File: src/rtl/force_sched_pkg.sv
// Shared types and helpers for the force_sched override scheduler.
// The optional owner timeout is enabled by defining FORCE_SCHED_TIMEOUT_EN.
package force_sched_pkg;

    typedef enum logic [1:0] {
        IDLE   = 2'd0,
        FORCED = 2'd1,
        SETTLE = 2'd2
    } state_e;

    localparam int SETTLE_W = 4;

    // Index of the lowest set bit; vectors narrower than 16 are zero-extended by the caller.
    function automatic logic [3:0] lowest_idx(input logic [15:0] v);
        logic [3:0] idx;
        idx = 4'd0;
        for (int i = 15; i >= 0; i--) begin
            if (v[i]) idx = 4'(i);
        end
        return idx;
    endfunction

endpackage

File: src/rtl/force_sched_prio.sv
// Combinational fixed-priority encoder: the lowest-index active request wins.
module force_sched_prio
    import force_sched_pkg::*;
#(
    parameter int N = 4
) (
    input  logic [N-1:0]         req_i,
    output logic [$clog2(N)-1:0] idx_o,
    output logic [N-1:0]         onehot_o,
    output logic                 any_o
);
    localparam int IW = $clog2(N);

    logic [15:0] req_ext;

    assign req_ext  = 16'(req_i);
    assign idx_o    = IW'(lowest_idx(req_ext));
    assign onehot_o = req_i & (~req_i + 1'b1);
    assign any_o    = |req_i;

endmodule

File: src/rtl/force_sched.sv
// Arbitrates one shared force/release override path on a W-bit net among N requesters.
// Define FORCE_SCHED_TIMEOUT_EN to auto-release an owner after MAX_HOLD forced cycles.
module force_sched
    import force_sched_pkg::*;
#(
    parameter int W          = 8,
    parameter int N          = 4,
    parameter int SETTLE_CYC = 1,
    parameter int MAX_HOLD   = 16
) (
    input  logic                 clk,
    input  logic                 rst_n,
    input  logic [W-1:0]         drv_val,
    input  logic [N-1:0]         req,
    input  logic [N*W-1:0]       req_val,
    input  logic [N-1:0]         rel,
    output logic [W-1:0]         net_out,
    output logic                 forced,
    output logic [$clog2(N)-1:0] owner,
    output logic [N-1:0]         grant,
    output logic                 expired
);
    localparam int IW = $clog2(N);

    state_e              state_q, state_d;
    logic [W-1:0]        force_q, force_d;
    logic [IW-1:0]       owner_q, owner_d;
    logic [N-1:0]        grant_q, grant_d;
    logic                expired_q, expired_d;
    logic [SETTLE_W-1:0] settle_q, settle_d;

    logic [IW-1:0] win_idx;
    logic [N-1:0]  win_onehot;
    logic          win_any;
    logic          owner_req, owner_rel, hold_hit;
    logic [W-1:0]  owner_val, win_val;

    force_sched_prio #(.N(N)) u_prio (
        .req_i    (req),
        .idx_o    (win_idx),
        .onehot_o (win_onehot),
        .any_o    (win_any)
    );

    assign owner_req = req[owner_q];
    assign owner_rel = rel[owner_q];
    assign owner_val = req_val[owner_q*W +: W];
    assign win_val   = req_val[win_idx*W +: W];

`ifdef FORCE_SCHED_TIMEOUT_EN
    localparam int HW = (MAX_HOLD > 2) ? $clog2(MAX_HOLD) : 1;

    logic [HW-1:0] hold_q, hold_d;

    assign hold_hit = (hold_q == HW'(MAX_HOLD - 1));

    // Held at zero while idle so every grant starts a fresh count; re-force does not restart it.
    always_comb begin
        hold_d = hold_q;
        if (state_q == IDLE) begin
            hold_d = '0;
        end else if (state_q == FORCED) begin
            hold_d = hold_q + 1'b1;
        end
    end

    always_ff @(posedge clk or negedge rst_n) begin
        if (!rst_n) begin
            hold_q <= '0;
        end else begin
            hold_q <= hold_d;
        end
    end
`else
    // Without the timeout MAX_HOLD has no effect and the owner may hold indefinitely.
    assign hold_hit = (MAX_HOLD < 0);
`endif

    always_comb begin
        state_d   = state_q;
        force_d   = force_q;
        owner_d   = owner_q;
        settle_d  = settle_q;
        grant_d   = '0;
        expired_d = 1'b0;
        unique case (state_q)
            IDLE: begin
                if (win_any) begin
                    state_d = FORCED;
                    force_d = win_val;
                    owner_d = win_idx;
                    grant_d = win_onehot;
                end
            end
            FORCED: begin
                // A genuine release beats the timeout, so expired only flags auto-releases.
                if (owner_rel || hold_hit) begin
                    state_d   = SETTLE;
                    settle_d  = SETTLE_W'(SETTLE_CYC);
                    expired_d = !owner_rel;
                end else if (owner_req) begin
                    force_d = owner_val;
                end
            end
            SETTLE: begin
                settle_d = settle_q - 1'b1;
                if (settle_q <= SETTLE_W'(1)) begin
                    state_d  = IDLE;
                    settle_d = '0;
                end
            end
            default: begin
                state_d = IDLE;
            end
        endcase
    end

    always_ff @(posedge clk or negedge rst_n) begin
        if (!rst_n) begin
            state_q   <= IDLE;
            force_q   <= '0;
            owner_q   <= '0;
            grant_q   <= '0;
            expired_q <= 1'b0;
            settle_q  <= '0;
        end else begin
            state_q   <= state_d;
            force_q   <= force_d;
            owner_q   <= owner_d;
            grant_q   <= grant_d;
            expired_q <= expired_d;
            settle_q  <= settle_d;
        end
    end

    assign forced  = (state_q == FORCED);
    assign net_out = forced ? force_q : drv_val;
    assign owner   = owner_q;
    assign grant   = grant_q;
    assign expired = expired_q;

endmodule

File: config.mk
export PLATFORM = sky130hd
export DESIGN_NAME = force_sched
export DESIGN_NICKNAME = d
export VERILOG_FILES = /design/src/rtl/force_sched_pkg.sv /design/src/rtl/force_sched_prio.sv /design/src/rtl/force_sched.sv
export SDC_FILE = /design/constraint.sdc
export NUM_CORES = 1
export LEC_CHECK = 0
export CAP_MARGIN = 10
export CORE_MARGIN = 2
export CORE_UTILIZATION = 39
export DETAILED_ROUTE_END_ITERATION = 6
export PLACE_DENSITY = 0.8
export SYNTH_ARGS = -nofsm -noshare
export SYNTH_HDL_FRONTEND = slang
export SYNTH_HIERARCHICAL = 1
export SYNTH_SLANG_ARGS = --single-unit
File: constraint.sdc
create_clock -name clk -period 2.3 [get_ports clk]
set_input_delay 0.345 -clock clk [delete_from_list [all_inputs] [get_ports clk]]
set_output_delay 0.345 -clock clk [all_outputs]
set_load 0.02 [all_outputs]
==> Yosys cells after proc, flatten, opt, wreduce, memory -nomap -nowiden <==
Index checks and enable logic that the tools add are counted.
{ "totals": {"inputBits": 50, "output_inout_bits": 16, "wordCells": 54, "ff_bits": 21} }
{ "classes": {"n_bitwise": 2, "shifts": 2, "n_reduce_logical": 9, "addsub": 2, "mux": 24, "eq_ne": 7, "n_lt_le_gt_ge": 2} }
{ "ops": {"columns": ["operator", "n"], "rows": [
  ["$shiftx A32 B6 Y8", 2],
  ["$mux W8", 4],
  ["$mux W4", 4],
  ["$pmux W8 S2", 1],
  ["$mux W2", 7],
  ["$pmux W4 S2", 1],
  ["$ne A2 B1 Y1 const B", 3],
  ["$pmux W2 S3", 1],
  ["$add A4 B1 Y4 const B", 1],
  ["$and A4 B4 Y4", 1],
  ["$bmux W1 S2", 2],
  ["$le A4 B1 Y1 const B", 1],
  ["$mux W1", 4],
  ["$ne A2 B2 Y1 const B", 2],
  ["$not A4 Y4", 1],
  ["$reduce_and A2 Y1", 2],
  ["$reduce_and A4 Y1", 1],
  ["$reduce_bool A2 Y1", 2],
  ["$reduce_or A4 Y1", 1],
  ["$sub A4 B1 Y4 const B", 1],
  ["$lt A2 B3 Y1 const B", 1],
  ["$reduce_and A3 Y1", 1],
  ["$eq A2 B1 Y1 const B", 1],
  ["$eq A2 B2 Y1 const B", 1],
  ["2 further kinds", 2]
]} }

==> Depth between registers and ports, before layout <==
{ "logic_depth": {"ltp_word": 7, "mapped_depth": 6, "depth_no_buf": 6} }

==> Modules after synthesis <==
Netlist, hierarchy kept.
{ "by_module_without_submodules": {"columns": ["module", "seq_area_each_um2", "n_inst", "area_per_inst_um2", "cells_each"], "rows": [
  ["force_sched", 500.5, 1, 1191.1, 102],
  ["force_sched_prio", 0.0, 1, 58.8, 10]
]} }

==> Least setup slack after synthesis <==
Ideal clock, no wire load.
{ "synth_timing": {"path_kind": "reg2reg", "from": "register owner_q[0], in the netlist owner[0]", "to": "register force_q[0]", "setup_ns": 0.125, "stages_incl_launch_ff": 4, "period_less_slack_ns": 1.863, "t_arrival_ns": 1.738, "path_buffers": 0, "path_slack_ns": 0.437, "required_ns": 2.175, "path_cell_list": "dfrtp_1 mux4_2 a21oi_4 mux2_2"} }
{ "synth_between": {"elab_chain_cells": 4, "word_cells_on_any_way": 11, "classes_between": "eq/ne (2); shift (1); mux (7); reduce/logical (1)"} }
{ "synth_lines": {"columns": ["item", "line_no", "source"], "rows": [
  ["start, declared", "force_sched.sv:27", "logic [IW-1:0] owner_q, owner_d;"],
  ["start signal, assigned", "force_sched.sv:129", "owner_q <= owner_d;"],
  ["$shiftx A32 B6 Y8 (tied with other cells)", "force_sched.sv:47", "assign owner_val = req_val[owner_q*W +: W];"],
  ["$mux W8 (tied with other cells)", "force_sched.sv:101", "end else if (owner_req) begin"],
  ["$mux W8 (tied with other cells)", "force_sched.sv:97", "if (owner_rel || hold_hit) begin"],
  ["$pmux W8 S2 or $reduce_and A4 Y1 (tied branches)", null, null],
  ["end signal, assigned", "force_sched.sv:128", "force_q <= force_d;"],
  ["end, declared", "force_sched.sv:26", "logic [W-1:0] force_q, force_d;"]
]} }
Parallel ways exist; a longest one is shown, timed or not. The select of a mux whose other input is x is not followed.
A chain may end at the register's enable or synchronous reset.

==> Final worst setup path <==
{ "layout_timing": {"from": "register state_q[1]", "to": "output net_out[4]"} }
{ "layout_between": {"elab_chain_cells": 2} }
{ "layout_lines": {"columns": ["item", "line_no", "source"], "rows": [
  ["start, declared", "force_sched.sv:25", "state_e state_q, state_d;"],
  ["start signal, assigned", "force_sched.sv:127", "state_q <= state_d;"],
  ["$eq A2 B1 Y1", "force_sched.sv:136", "assign forced = (state_q == FORCED);"],
  ["$mux W8", "force_sched.sv:137", "assign net_out = forced ? force_q : drv_val;"],
  ["end, declared", "force_sched.sv:17", "output logic [W-1:0] net_out,"]
]} }
No other way between the ends.

==> results_dict.tcl <==
set metrics [dict create \
    netlist.area_leader.share_pct 40.0 \
    crit_type "reg2out" \
    r2r-end "force_q[4]" \
    drv_slew 0 \
    setup_violations 0 \
    hold_violations 0 \
    syn_area_um2 1250 \
    worstSetupEndpointType "primary output" \
    clk_transition_reported_paths_ns 0.11 \
    ys_seq_area_share_pct 40.0 \
    die_h_um 60.6 \
    initial_core_util_pct 40.9 \
    insertion_delay_ns 0.31 \
    fmax_mhz 455 \
    grt_overflow 0 \
    max_cap_viol_count 0 \
    synth_ff_type "dfrtp_1" \
    syn_inst 112 \
    avgSynthCellArea_um2 11.2 \
    worstPathMaxFanout 12 \
    wire_per_inst_um 13.5 \
    critical_path_required_ns 1.96 \
    holdCritPathClass "in2async" \
    muxShareOfSynthArea_pct 29.9 \
    num_rows 20 \
    first_global_vias 1112 \
    synth.distinct_cells 31 \
    status "completed" \
    crit_top_cell "nand2_1" \
    skew_ns 0.00597 \
    cp.arrival_ns 1.85 \
    synth_fa_ha_area_share_pct 2.00 \
    grt_util_all_layers_pct 18.7 \
    finalCritPeriodShare_pct 95.6 \
    synth_top_family_by_area "multiplexers" \
    synth_top_cell_by_area "dfrtp_1" \
    stdcell_count 227 \
    root_buffer "clkbuf_4" \
    ys_async_sr_fraction_pct 100 \
    numCtsBuffers 3 \
    fp.dieW_um 60.6 \
    first_pass_iters 4 \
    dieArea_um2 3670 \
    synth.net_count 164 \
    via_per_inst 5.03 \
    nNetsFinal 237 \
    core_um2 3050 \
    r2r_start "state_q[0]" \
    vdd_ir_drop_max_mv 0.637 \
    synth.area.top_cells "dfrtp_1 40%, mux4_2 18%, mux2_2 9.0%" \
    synth_xor_xnor_area_share_pct 0 \
    cts_hold_buffers 0 \
    vias 1142 \
    synth_compound_area_share_pct 3.70 \
    rsz0062_at_grt "false" \
    start_kind "flop" \
    cts_resized 0 \
    r2r_slack_ns 0.18 \
    power_density_nw_per_um2 1060 \
    post-cts-setup-buffer-count 0 \
    ioPinCount 66 \
    slowest_stage "clkdlybuf4s50_1" \
    path_cells "nand2b_4 -> inv_4 -> nand2_1 -> nand2_1 -> clkdlybuf4s50_1" \
    drtIter0Drc 20 \
    cts.sinks 20 \
    grt_pass1_wl_um 4940 \
    area_growth_pct 60.6 \
    dp.cells 224 \
    synthSimpleGateAreaFrac_pct 21.3 \
    max_stage_delay_ns 0.60 \
    whs_ns 0.360 \
    htree_levels 1 \
    antenna_found_initial 0 \
    grt_max_degree 21 \
    fill_cells 250 \
    reg2regPathDepth 4 \
    place_hpwl_um 2500 \
    synth-edff-count 0 \
    gp_congestion 0.769 \
    period_minus_slack_ns 2.20 \
    synth-seq-cells 20 \
    yosys_warnings 6 \
    drc_errors 0 \
    routed_wl_um 3060 \
    clk_path_buf_depth 2 \
    antenna_left 0 \
    antennaDiodeCount 0 \
    io_buffers 64 \
    maxSlewHeadroom_pct 60.3 \
    worstMarginPinSlew_ns 0.585 \
    drive_gt1_share_pct 19.7 \
    leakagePower_nw 0.860 \
    tritoncts "built" \
]
## power breakdown
| group | internal (W) | switching (W) |
|---|---|---|
| registers | 0.000498 | 0.000117 |
| logic | 0.000721 | 0.000627 |
| clock network | 0.0000614 | 0.000112 |
## placed cells by master (no fill, tap or decap), types with 2 or more instances in the layout
| cell | instances |
|---|---|
| mux2_2 | 10 |
| nor3b_1 | 2 |
| buf_4 | 7 |
| mux4_2 | 10 |
| clkdlybuf4s50_1 | 63 |
| ha_1 | 2 |
| nand2_1 | 30 |
| nand3_1 | 3 |
| nor3_1 | 2 |
| dfrtp_1 | 20 |
| inv_1 | 3 |
| o21ai_0 | 2 |
| nor2_1 | 3 |
| nand2b_1 | 2 |
| clkbuf_4 | 3 |
| and2_1 | 4 |
## sequential cells by signal (all words and copies together) (netlist names)
name,cells
state_q,2
owner,2
settle_q,4
force_q,8
grant,4
## worst max-delay path by stage
| stage | start | to | slack (ns) | depth (start not counted) |
|---|---|---|---|---|
| global route | state_q[1] | net_out[5] | 0.006 | 5 |
| global placement | req[2] | force_q[4] | -0.11 | 6 |
| finish | state_q[1] | net_out[4] | 0.10 | 5 |
| detailed placement | req[2] | force_q[7] | -0.17 | 6 |
| floorplan | owner[0] | force_q[0] | 0.44 | 3 |
| CTS | state_q[1] | net_out[3] | 0.04 | 5 |
## cell families after synthesis
logic type / after synthesis
multiplexers: 22
AO/OA/AOI/OAI: 6
buffers and inverters: 7
other: 1
adder cells (fa/ha/maj): 2
flip-flops: 20
AND/OR/NAND/NOR: 54
## critical path, delay by kind of cell, from the launching register on
kind / cells / cell delay (ns)
flip-flops: 1 / 0.41
AND/OR/NAND/NOR: 3 / 0.36
buffers and inverters: 2 / 0.76
## layer usage
metal	vias up	track usage, %	part of all wire [%]
met1	547	21.5	39
met4	0	10.2	2.4
met5	-	0	0
li1	539	-	-
met3	6	4.90	7.0
met2	50	31.6	51
## cells in the mapped netlist, types with 2 or more instances
cell,count
nand3_1,3
nor3_1,2
inv_1,3
nor2_1,3
mux4_2,10
nand2_1,30
dfrtp_1,20
and2_1,4
o21ai_0,2
nor3b_1,2
buf_4,2
nand2b_1,2
mux2_2,10
ha_1,2
## through the flow
| step | utilization, % | setup TNS [ns] | cell area [µm²] | setup WS (ns) | total power (W) |
|---|---|---|---|---|---|
| finish | 65.7 | 0 | 2010 | 0.102 | 0.00214 |
| floorplan | - | 0 | 1250 | 0.437 | 0.00149 |
| detailed placement | 64.8 | -1.26 | 1980 | -0.168 | 0.00198 |
| global route | 65.7 | 0 | 2010 | 0.00608 | 0.00229 |
| CTS | 65.6 | 0 | 2000 | 0.0356 | 0.00215 |
| global placement | 64.8 | -0.842 | 1980 | -0.107 | 0.00194 |
## layout make-up
| cell class | instances | area [µm²] | area share [%] |
|---|---|---|---|
| multi-input combinational | 85 | 716 | 35.7 |
| timing repair buffer | 71 | 696 | 34.7 |
| sequential | 20 | 500 | 24.9 |
| tap | 44 | 55.1 | 2.74 |
| clock buffer | 3 | 22.5 | 1.12 |
| inverter | 4 | 17.5 | 0.873 |
No activity file was read; power rests on OpenSTA's default activity.
